## config.mk

```make
export PLATFORM = sky130hd
export DESIGN_NAME = can_crc_seq
export DESIGN_NICKNAME = d
export VERILOG_FILES = /design/src/rtl/can_crc_seq.sv
export SDC_FILE = /design/constraint.sdc
export NUM_CORES = 1
export LEC_CHECK = 0
export BUFFER_PORTS_ARGS = -buffer_cell sky130_fd_sc_hd__buf_2
export CAP_MARGIN = 25
export CORE_ASPECT_RATIO = 0.7
export CORE_MARGIN = 1
export CORE_UTILIZATION = 52
export DETAILED_ROUTE_END_ITERATION = 8
export PLACE_DENSITY = 0.76
export SLEW_MARGIN = 20
export SYNTH_ARGS = -nofsm -noshare
export SYNTH_HDL_FRONTEND = slang
export SYNTH_SLANG_ARGS = --single-unit
```

## constraint.sdc

```tcl
create_clock -name clk -period 1.61 [get_ports clk]
set_input_delay 0.161 -clock clk [delete_from_list [all_inputs] [get_ports clk]]
set_output_delay 0.161 -clock clk [all_outputs]
set_load 0.05 [all_outputs]
```

## src/rtl/can_crc_seq.sv

```systemverilog
// CAN CRC-15 sequencer: accumulates frame bits, then emits (TX) or checks (RX) the CRC field.
// Optional saturating RX CRC error counter enabled by defining CAN_CRC_ERRCNT_EN.
module can_crc_seq #(
  parameter int unsigned MAX_BITS = 83
) (
  input  logic        clk,
  input  logic        rst,
  input  logic        start,
  input  logic        mode,
  input  logic        abort,
  input  logic        bit_in,
  input  logic        bit_valid,
  input  logic        bit_last,
  output logic        bit_ready,
  output logic        crc_bit,
  output logic        crc_valid,
  input  logic        crc_ready,
  output logic [14:0] crc_out,
  output logic        busy,
  output logic        done,
  output logic        crc_ok,
  output logic        len_err,
  output logic [7:0]  err_cnt
);

  localparam int unsigned CntW = $clog2(MAX_BITS + 1);

  typedef enum logic [2:0] {StIdle, StAccum, StTxCrc, StRxCrc, StDone} state_e;

  state_e          state;
  logic [14:0]     crc;
  logic [14:0]     crc_nxt;
  logic [14:0]     tx_sr;
  logic [CntW-1:0] bit_cnt;
  logic [3:0]      k;
  logic            mode_q;

  always_comb begin
    crc_nxt = {crc[13:0], 1'b0} ^ ((bit_in ^ crc[14]) ? 15'h4599 : 15'h0000);
  end

  assign bit_ready = (state == StAccum) || (state == StRxCrc);
  assign crc_valid = (state == StTxCrc);
  assign crc_bit   = (state == StTxCrc) & tx_sr[14];
  assign busy      = (state != StIdle);
  assign done      = (state == StDone);
  assign crc_out   = crc;

  always_ff @(posedge clk or posedge rst) begin
    if (rst) begin
      state   <= StIdle;
      crc     <= '0;
      tx_sr   <= '0;
      bit_cnt <= '0;
      k       <= '0;
      mode_q  <= 1'b0;
      crc_ok  <= 1'b0;
      len_err <= 1'b0;
    end else if (abort) begin
      state   <= StIdle;
      k       <= '0;
      crc_ok  <= 1'b0;
      len_err <= 1'b0;
    end else begin
      unique case (state)
        StIdle: begin
          if (start) begin
            crc     <= '0;
            bit_cnt <= '0;
            k       <= '0;
            mode_q  <= mode;
            crc_ok  <= 1'b0;
            len_err <= 1'b0;
            state   <= StAccum;
          end
        end
        StAccum: begin
          if (bit_valid) begin
            crc     <= crc_nxt;
            bit_cnt <= bit_cnt + CntW'(1);
            if (bit_last) begin
              k <= '0;
              if (mode_q) begin
                state <= StRxCrc;
              end else begin
                // Snapshot the final CRC so crc_out stays visible while shifting out
                tx_sr <= crc_nxt;
                state <= StTxCrc;
              end
            end else if (bit_cnt == CntW'(MAX_BITS - 1)) begin
              len_err <= 1'b1;
              crc_ok  <= 1'b0;
              state   <= StDone;
            end
          end
        end
        StTxCrc: begin
          if (crc_ready) begin
            tx_sr <= {tx_sr[13:0], 1'b0};
            k     <= k + 4'd1;
            if (k == 4'd14) begin
              crc_ok <= 1'b1;
              state  <= StDone;
            end
          end
        end
        StRxCrc: begin
          if (bit_valid) begin
            crc <= crc_nxt;
            k   <= k + 4'd1;
            if (k == 4'd14) begin
              crc_ok <= (crc_nxt == 15'h0000);
              state  <= StDone;
            end
          end
        end
        StDone: begin
          state <= StIdle;
        end
        default: begin
          state <= StIdle;
        end
      endcase
    end
  end

`ifdef CAN_CRC_ERRCNT_EN
  logic rx_fail;
  logic [7:0] err_cnt_q;

  assign rx_fail = !abort && (state == StRxCrc) && bit_valid && (k == 4'd14) &&
                   (crc_nxt != 15'h0000);

  always_ff @(posedge clk or posedge rst) begin
    if (rst) begin
      err_cnt_q <= '0;
    end else if (rx_fail && (err_cnt_q != 8'hFF)) begin
      err_cnt_q <= err_cnt_q + 8'd1;
    end
  end

  assign err_cnt = err_cnt_q;
`else
  assign err_cnt = 8'h00;
`endif

endmodule
```

==> flow_summary.json <==
{
  "arrival_ps": 1580,
  "finalWorstSetupSlack_ps": -133,
  "cts_max_level": 2,
  "path_class": "reg -> out",
  "yosysMostFrequentCell": "dfrtp_1",
  "fin_area_mm2": 0.00360,
  "synth_common_cells": "dfrtp_1 (47), nand2_1 (38), mux2_2 (16), nor2_1 (16), o21ai_0 (16)",
  "hold_start": "mode",
  "finalCritPeriodShare": 1.08,
  "rsz0062_at_grt": "true",
  "ys_async_sr_fraction": 1.00,
  "ff2ff_setup_slack_ps": -130,
  "hold_viol_final": 0,
  "grt_antenna_before_repair": 0,
  "crit_chain": "nor3b_4 > buf_12 > and2_2 > buf_6",
  "die_x_um": 89.1,
  "path_max_fanout": 12,
  "drive_gt1_frac": 0.458,
  "r2r-end": "tx_sr[2]",
  "syn_inst": 263,
  "fin_nets": 348,
  "violations": "negative setup slack",
  "fin_worst_skew_ps": 13.3,
  "rows": 21,
  "drt-pass1-iter-count": 5,
  "grt_usage": 0.246,
  "drt-total-wl_mm": 7.57,
  "highest_layer": "met4",
  "met3WireLength_um": 538,
  "cp-start-kind": "register",
  "cts_tree": "done",
  "cts-root-buf": "clkbuf_8",
  "synth.avg_cell_area_um2": 10.5,
  "ys_types": 52,
  "p_per_area_mw_per_mm2": 1900,
  "grt_pass1_wl_mm": 10.4,
  "ant_nets": 0,
  "fin_crit_ps": 1740,
  "required_ps": 1450,
  "setup_viol": 25,
  "cp_slowest_cell": "dfrtp_1",
  "synth_edf_count": 0,
  "fmax_mhz": 574,
  "synth_area_leaders": "dfrtp_1 (43%), mux2_2 (6.5%), mux2_4 (6.5%)",
  "drv_slew": 0,
  "grt_pass1_vias": 2096,
  "drt-wirelength-per-cell_um": 18.7,
  "ys_seq_elements": 47,
  "wl_met2_mm": 3.49,
  "avgViaCountPerCell": 5.78,
  "cts_buffers": 5,
  "grt_max_degree": 34,
  "area_growth_pct": 30.4,
  "port_buffers": 30,
  "insertion_delay_ps": 310,
  "synthFlopType": "dfrtp_1",
  "drt_iter0_drc": 266,
  "vdd_drop_max_mv": 0.989,
  "status": "complete, but fails checks",
  "whs_endpoint": "mode_q",
  "clkSinkCount": 47,
  "max_stage_delay_ps": 470,
  "clockBufferDepth": 2,
  "reg2reg_depth": 6,
  "diodes": 0,
  "start_util": 0.559,
  "wl_met1_mm": 3.42,
  "via_count": 2342,
  "die_area_mm2": 0.00561,
  "r2r-start": "state[1]",
  "hpwl_mm": 4.30,
  "place.gp.congestion": 0.828,
  "ios": 39,
  "hp-class": "in -> reg",
  "gr-total-overflow": 0,
  "drc": 0,
  "coreArea_mm2": 0.00494,
  "yosysWarningCount": 0,
  "end_kind": "output pin",
  "whs_path_depth": 2,
  "synth_area_mm2": 0.00276,
  "hold_ws_ps": 99.0,
  "postPlaceCellArea_mm2": 0.00318,
  "die_height_um": 62.9,
  "drv_cap": 0,
  "clkTransAtPathRegs_ps": 80,
  "yosysTopAreaCell": "dfrtp_1",
  "synth_top_area_share": 0.426,
  "ys_seq_area_frac": 0.426,
  "power.leakage_nw": 1.69,
  "dp.cells": 378,
  "finalNonFillerCells": 405
}
-- layout make-up --
class	instances	area, µm²
multi-input combinational	196	1570
fill	325	1340
sequential	47	1180
timing repair buffer	79	654
tap	69	86.3
clock buffer	6	72.6
inverter	6	25.0
clock inverter	2	12.5
-- per-layer routing --
| layer | global-route usage | vias to the layer above |
|---|---|---|
| met1 | 0.391 | 1172 |
| met4 | 0.0655 | 0 |
| li1 | - | 1050 |
| met2 | 0.338 | 106 |
| met5 | 0 | - |
| met3 | 0.0449 | 14 |
-- timing repair --
item	4_1_cts	5_1_grt
hold buffers	1	0
pin swaps	1	10
setup endpoints to repair	20	32
setup buffers	2	16
gates resized for setup	12	41
endpoints found under the hold margin	14	0
gates cloned	1	0
-- per-stage QoR --
step / util / setup slack (ps) / TNS [ps] / power (mW)
3_3_place_gp: 0.644 / -18.0 / -18.0 / 5.15
4_1_cts: 0.680 / -82.8 / -728 / 6.17
2_1_floorplan: - / -70.7 / -424 / 4.25
6_report: 0.728 / -133 / -2190 / 6.84
3_5_place_dp: 0.644 / -54.5 / -317 / 5.23
5_1_grt: 0.728 / -218 / -4380 / 7.13
-- state kept, by name (all words and copies together) (netlist names) --
signal   cells
mode_q       1
tx_sr       15
bit_cnt      7
k            4
crc_ok       1
state        3
crc_out     15
len_err      1
-- placed cells by master, fill, tap and decap left out, drive strengths merged, types with 2 or more instances in the layout --
cell type / n
nor4: 4
a21oi: 7
or3: 2
nand4: 4
o31ai: 7
nor2b: 2
and2: 5
conb: 8
and3: 2
nand3: 8
nor2: 16
xnor2: 2
buf: 78
ha: 4
xor2: 11
nor3: 4
nand2: 38
inv: 6
mux2: 28
o21ai: 18
clkbuf: 6
nand2b: 4
o211ai: 2
nor3b: 4
dfrtp: 47
-- cell families after synthesis --
group	count (synthesis)	share of synthesized area
buffers and inverters	27	0.0626
and+or+nand+nor	98	0.199
xor gates and xnor gates	13	0.0481
muxes	29	0.134
other	1	0.00136
adders and majority gates	4	0.0181
AOI/OAI and AO/OA	44	0.110
DFF	47	0.426
-- power breakdown --
group / internal [mW] / switching (mW)
logic: 1.90 / 2.27
registers: 1.57 / 0.371
clock network: 0.305 / 0.429
-- how the worst max path moves through the flow --
stage             start   endpoint  slack [ps]  depth (start not counted)
3_3_place_gp   state[2]   state[0]         -20                          6
2_1_floorplan  state[0]  tx_sr[11]         -70                          5
5_1_grt        state[1]   tx_sr[3]        -220                          6
6_report       state[1]    crc_bit        -130                          4
3_5_place_dp   state[2]   state[0]         -50                          6
4_1_cts        state[0]    crc_bit         -80                          4
-- worst max-delay path, delay by kind of cell, from the launching register on --
family | cells | cell delay, ps
simple gates | 2 | 470
buf+inv | 2 | 330
flops | 1 | 470
Note: power is estimated with default switching activity, not from simulation.
